===== src/rtl/div_pkg.sv =====
// Shared types and constants for the iterative RV32 M-extension divider.
package div_pkg;

    typedef enum logic [1:0] {
        IDLE = 2'd0,
        CALC = 2'd1,
        SIGN = 2'd2,
        DONE = 2'd3
    } div_state_e;

    // Divide-by-zero quotient; sliced down to the instance width (widths up to 64).
    localparam int unsigned DIV0_Q_W = 64;
    localparam logic [DIV0_Q_W-1:0] DIV0_Q = '1;

    // Step counter must be able to hold DATA_W.
    function automatic int unsigned cnt_width(input int unsigned data_w);
        return $clog2(data_w + 1);
    endfunction

endpackage


===== src/rtl/add_sub.sv =====
// Ripple adder/subtractor: S = X + (Y ^ {Cin}) + Cin, so Cin=1 subtracts.
module add_sub #(
    parameter int unsigned data_size = 32
) (
    input  logic [data_size-1:0] X,
    input  logic [data_size-1:0] Y,
    input  logic                 Cin,
    output logic [data_size-1:0] S,
    output logic                 Cout
);

    logic [data_size:0] sum;

    assign sum  = {1'b0, X} + {1'b0, Y ^ {data_size{Cin}}} + {{data_size{1'b0}}, Cin};
    assign S    = sum[data_size-1:0];
    assign Cout = sum[data_size];

endmodule


===== src/rtl/seq_divider.sv =====
// Restoring divider for DIV/DIVU/REM/REMU: one quotient bit per cycle on magnitudes,
// signs restored in a final cycle.
module seq_divider
    import div_pkg::*;
#(
    parameter int unsigned DATA_W = 32
) (
    input  logic              clk,
    input  logic              rst,
    input  logic              start,
    input  logic              signed_op,
    input  logic [DATA_W-1:0] A,
    input  logic [DATA_W-1:0] B,
    output logic              busy,
    output logic              done,
    output logic [DATA_W-1:0] Q,
    output logic [DATA_W-1:0] R
);

    localparam int unsigned        CNT_W    = cnt_width(DATA_W);
    localparam logic [CNT_W-1:0]   CNT_LAST = CNT_W'(DATA_W - 1);

    div_state_e        state;
    div_state_e        state_nxt;

    logic [DATA_W-1:0] dvd;
    logic [DATA_W-1:0] rem;
    logic [DATA_W-1:0] dsr;
    logic [DATA_W-1:0] a_orig;
    logic              sign_q;
    logic              sign_r;
    logic              div0;
    logic [CNT_W-1:0]  cnt;

    logic              accept;
    logic [DATA_W-1:0] a_mag;
    logic [DATA_W-1:0] b_mag;
    logic [DATA_W:0]   trial_x;
    logic [DATA_W:0]   trial_y;
    logic [DATA_W:0]   trial_s;
    logic              trial_co;
    logic              trial_ok;
    logic [DATA_W-1:0] q_fix;
    logic [DATA_W-1:0] r_fix;

    assign accept = start && ((state == IDLE) || (state == DONE));
    assign a_mag  = (signed_op && A[DATA_W-1]) ? -A : A;
    assign b_mag  = (signed_op && B[DATA_W-1]) ? -B : B;

    // Trial subtraction of the shifted partial remainder against |B|.
    assign trial_x = {rem, dvd[DATA_W-1]};
    assign trial_y = {1'b0, dsr};

    add_sub #(
        .data_size(DATA_W + 1)
    ) u_trial (
        .X   (trial_x),
        .Y   (trial_y),
        .Cin (1'b1),
        .S   (trial_s),
        .Cout(trial_co)
    );

    // No borrow means the difference is non-negative (its top bit is then always clear).
    assign trial_ok = trial_co & ~trial_s[DATA_W];

    assign q_fix = div0 ? DATA_W'(DIV0_Q) : (sign_q ? -dvd : dvd);
    assign r_fix = div0 ? a_orig          : (sign_r ? -rem : rem);

    always_ff @(posedge clk) begin
        if (rst) begin
            state <= IDLE;
        end else begin
            state <= state_nxt;
        end
    end

    always_comb begin
        state_nxt = state;
        case (state)
            IDLE:    state_nxt = start ? CALC : IDLE;
            CALC:    state_nxt = (cnt == CNT_LAST) ? SIGN : CALC;
            SIGN:    state_nxt = DONE;
            DONE:    state_nxt = start ? CALC : IDLE;
            default: state_nxt = IDLE;
        endcase
    end

    always_comb begin
        busy = 1'b0;
        done = 1'b0;
        case (state)
            CALC:    busy = 1'b1;
            SIGN:    busy = 1'b1;
            DONE:    done = 1'b1;
            default: ;
        endcase
    end

    // Datapath: the dividend register shifts out dividend bits and shifts in quotient bits.
    always_ff @(posedge clk) begin
        if (rst) begin
            dvd    <= '0;
            rem    <= '0;
            dsr    <= '0;
            a_orig <= '0;
            sign_q <= 1'b0;
            sign_r <= 1'b0;
            div0   <= 1'b0;
            cnt    <= '0;
            Q      <= '0;
            R      <= '0;
        end else if (accept) begin
            dvd    <= a_mag;
            dsr    <= b_mag;
            a_orig <= A;
            sign_q <= signed_op & (A[DATA_W-1] ^ B[DATA_W-1]);
            sign_r <= signed_op & A[DATA_W-1];
            div0   <= (B == '0);
            rem    <= '0;
            cnt    <= '0;
        end else if (state == CALC) begin
            rem <= trial_ok ? trial_s[DATA_W-1:0] : trial_x[DATA_W-1:0];
            dvd <= {dvd[DATA_W-2:0], trial_ok};
            cnt <= cnt + CNT_W'(1);
        end else if (state == SIGN) begin
            Q <= q_fix;
            R <= r_fix;
        end
    end

endmodule

===== config.mk =====
export PLATFORM = sky130hd
export DESIGN_NAME = seq_divider
export DESIGN_NICKNAME = d
export VERILOG_FILES = /design/src/rtl/div_pkg.sv /design/src/rtl/add_sub.sv /design/src/rtl/seq_divider.sv
export SDC_FILE = /design/constraint.sdc
export NUM_CORES = 1
export LEC_CHECK = 0
export ABC_AREA = 1
export CELL_PAD_IN_SITES_DETAIL_PLACEMENT = 1
export CELL_PAD_IN_SITES_GLOBAL_PLACEMENT = 1
export CORE_ASPECT_RATIO = 1.25
export CORE_MARGIN = 2
export CORE_UTILIZATION = 49
export CTS_CLUSTER_DIAMETER = 120
export DETAILED_ROUTE_END_ITERATION = 8
export DONT_BUFFER_PORTS = 1
export PLACE_DENSITY_LB_ADDON = 0.1
export SETUP_SLACK_MARGIN = 0.02
export SYNTH_ARGS = -nofsm -noshare
export SYNTH_HDL_FRONTEND = slang
export SYNTH_HIERARCHICAL = 1
export SYNTH_SLANG_ARGS = --single-unit

===== constraint.sdc =====
create_clock -name clk -period 6.05 [get_ports clk]
set_input_delay 0.3025 -clock clk [delete_from_list [all_inputs] [get_ports clk]]
set_output_delay 0.3025 -clock clk [all_outputs]
set_load 0.02 [all_outputs]

==> impl_metrics.env <==
export IMPL_internal_power_mw=2.60
export IMPL_min_from="B[11]"
export IMPL_dieArea_sq_mm=0.0310
export IMPL_max_clock_freq_mhz=301
export IMPL_tns_ns=0
export IMPL_clk_pin_slew_worst_paths_ns=0.06
export IMPL_worstSetupStartpointType="flip-flop"
export IMPL_numCtsBuffers=24
export IMPL_wirelength_um=52900
export IMPL_start_util_pct=49.7
export IMPL_antenna_cells=0
export IMPL_place_gp_congestion=0.950
export IMPL_status="finished, final reports clean"
export IMPL_fp_dieW_um=158
export IMPL_cp_max_fo=59
export IMPL_synth_area_leaders="dfxtp_1, nand2_1, inv_1, nor2_1, o21ai_0"
export IMPL_max_cap_violations=0
export IMPL_p_comb_share_pct=24.4
export IMPL_grt_pass1_wl_um=83000
export IMPL_antenna_found_initial=0
export IMPL_ys_top_cells_by_count="nand2_1, inv_1, nor2_1"
export IMPL_hold_viol=0
export IMPL_final_antenna_net_count=0
export IMPL_overflow=0
export IMPL_die_y_um=196
export IMPL_switchingPower_mw=1.37
export IMPL_postPlaceCellArea_sq_mm=0.0146
export IMPL_drt_first_pass_iters=5
export IMPL_reg2reg_slack_ns=2.73
export IMPL_p_sw_share_pct=34.5
export IMPL_worst_ep_arrival_time_ns=3.79
export IMPL_hold_depth=3
export IMPL_synth_top_area_share_pct=28.0
export IMPL_cts_sinks=203
export IMPL_path_class="reg -> reg"
export IMPL_ys_ff_latch=203
export IMPL_routed_via_density=5.72
export IMPL_p_leak_nw=7.48
export IMPL_reg2reg_from="state[1]$_SDFF_PP0_"
export IMPL_hold_path_end="dsr[11]$_SDFFE_PP0P_"
export IMPL_rows=70
export IMPL_boundaryPins=134
export IMPL_yosysMostFrequentCell="nand2_1"
export IMPL_grt_max_degree=88
export IMPL_core_area_sq_mm=0.0292
export IMPL_drc=0
export IMPL_clock_power_share_pct=37.8
export IMPL_ir_worst_vdd_mv=0.196
export IMPL_track_usage_pct=33.6
export IMPL_fin_crit_ns=3.32
export IMPL_setup_viol=0
export IMPL_rsz0062_at_grt="false"
export IMPL_synthesis_nets=2434
export IMPL_synth_top_area_cell="dfxtp_1"
export IMPL_synth_edff_count=0
export IMPL_synth_warnings=6
export IMPL_synth_cell_type_count=61
export IMPL_ctsRootBufferMaster="clkbuf_16"
export IMPL_async_flop_share_pct=0
export IMPL_p_per_area_mw_per_mm2=252
export IMPL_rr_worst_depth=9
export IMPL_finClkSkew_ns=0.0132
export IMPL_drv_slew=0
export IMPL_routedWlPerCell_um=19.6
export IMPL_final_nets=2403
export IMPL_required_ns=6.51
export IMPL_yosysSeqAreaShare_pct=28.0
export IMPL_sequentialPowerShare_pct=37.7
export IMPL_layout_drive_gt1_share_pct=6.66
export IMPL_io_buffers=0
export IMPL_h_tree_depth=1
export IMPL_synthCells=2325
export IMPL_cts_buffer_depth=3
export IMPL_final_area_sq_mm=0.0157
export IMPL_clkLatencyLatePin_ns=0.53
export IMPL_cts_tree="yes"
export IMPL_syn_to_final_growth_pct=8.36
export IMPL_num_vias=15500
export IMPL_netlist_area_sq_mm=0.0145
export IMPL_slew_headroom_pct=36.1
export IMPL_synth_area_per_cell_sq_um=6.23
export IMPL_grt_pass1_vias=16000
export IMPL_worst_pin_slew_ns=0.959
export IMPL_synthFlopType="dfxtp_1"
export IMPL_hold_class="in -> reg"
export IMPL_fin_crit_sh_pct=55.0
export IMPL_drtIter0Drc=699
export IMPL_dp_hpwl_um=40100
export IMPL_r2r_end="R[22]$_SDFFE_PP0P_"
export IMPL_worstSetupEndpointType="flip-flop"
## repair_timing
action	CTS	global route
endpoints found under the hold margin	71	0
resized for setup	0	0
hold buffers	27	0
setup buffers	0	0
## per-stage QoR
step                cells  hold slack, ns  power (mW)  util [%]  setup slack [ns]
floorplan            2325           0.427        2.19         -              3.46
global placement     2637           0.384        2.42      50.1              2.89
detailed placement   2637           0.384        2.45      50.1              2.84
CTS                  2707        0.000374        3.97      53.9              2.76
global route         2707         0.00720        4.16      53.9              2.46
finish               2707         0.00630        3.96      53.9              2.73
## per-layer routing
layer	up-vias	routed length (um)	track usage [%]
li1	7507	-	-
met1	7464	20700	37.3
met2	366	26800	61.3
met3	150	2390	4.75
met4	0	3110	17.8
met5	-	0	0
## layout by cell type, fill, tap and decap left out, drive strengths merged, types with 3 or more instances in the layout
cell type    count
nand2          630
inv            325
nor2           247
dfxtp          203
o21ai          181
nand3          158
a21oi          138
o211ai          74
xor2            62
ha              40
nand4           39
clkbuf          35
nor3            28
dlygate4sd3     26
a31oi           22
buf             13
o21a            11
o21bai          11
clkinv           8
o22ai            7
o221ai           7
a211oi           6
o31ai            5
nand3b           5
xnor2            4
a22oi            3
nor4             3
and2             3
or2              3
## flip-flops by register name, summed over array words and instances (netlist names), 2 cells and up
signal and cells:
cnt 6, a_orig 32, rem 32, R 32
dvd 32, Q 32, dsr 32, state 2
## worst max-delay path by stage
stage,endpoint,slack [ns],cells past startpoint,start
floorplan,rem[10]$_SDFFE_PP0P_,3.46,20,dvd[31]$_SDFFE_PP0P_
global placement,R[1]$_SDFFE_PP0P_,2.89,8,state[1]$_SDFF_PP0_
detailed placement,R[4]$_SDFFE_PP0P_,2.84,9,state[1]$_SDFF_PP0_
CTS,R[22]$_SDFFE_PP0P_,2.76,9,state[1]$_SDFF_PP0_
finish,R[22]$_SDFFE_PP0P_,2.73,9,state[1]$_SDFF_PP0_
global route,R[4]$_SDFFE_PP0P_,2.46,9,state[1]$_SDFF_PP0_
## logic make-up (layout without fill, tap and decap cells)
group	after synthesis	count (layout)	share of synthesized area, %
fa+ha+maj	41	41	3.59
buf+inv	422	408	11.8
other cells	2	2	0.0518
flops	203	203	28.0
xor+xnor	66	66	3.99
simple gates	1120	1120	33.5
compound gates	471	471	19.0
## worst max-delay path, stage by stage, from the launching register on
cell and delay [ns]:
dfxtp_1 0.36, inv_1 0.06, ha_2 0.20, inv_4 0.21, nand2_4 0.31, nor2_4 0.81
inv_2 0.64, a21oi_1 0.35, nand2_1 0.13, a21oi_1 0.13
## cell type report
| type | instances | area [sq um] |
|---|---|---|
| clock buffers | 35 | 743 |
| well taps | 396 | 495 |
| fillers | 4110 | 13500 |
| inverters | 326 | 1230 |
| multi-input cells | 1700 | 8730 |
| repair buffers | 39 | 370 |
| flip-flops and latches | 203 | 4060 |
| clock inverters | 8 | 72.6 |
## power groups by stage
stage,Clock (mW),Combinational [mW],Sequential (mW)
5_1_grt,1.57,1.08,1.50
3_3_place_gp,0,0.899,1.52
2_1_floorplan,0,0.705,1.48
6_report,1.50,0.968,1.50
4_1_cts,1.52,0.958,1.49
3_5_place_dp,0,0.928,1.52
Note: power is estimated with default switching activity, not from simulation.
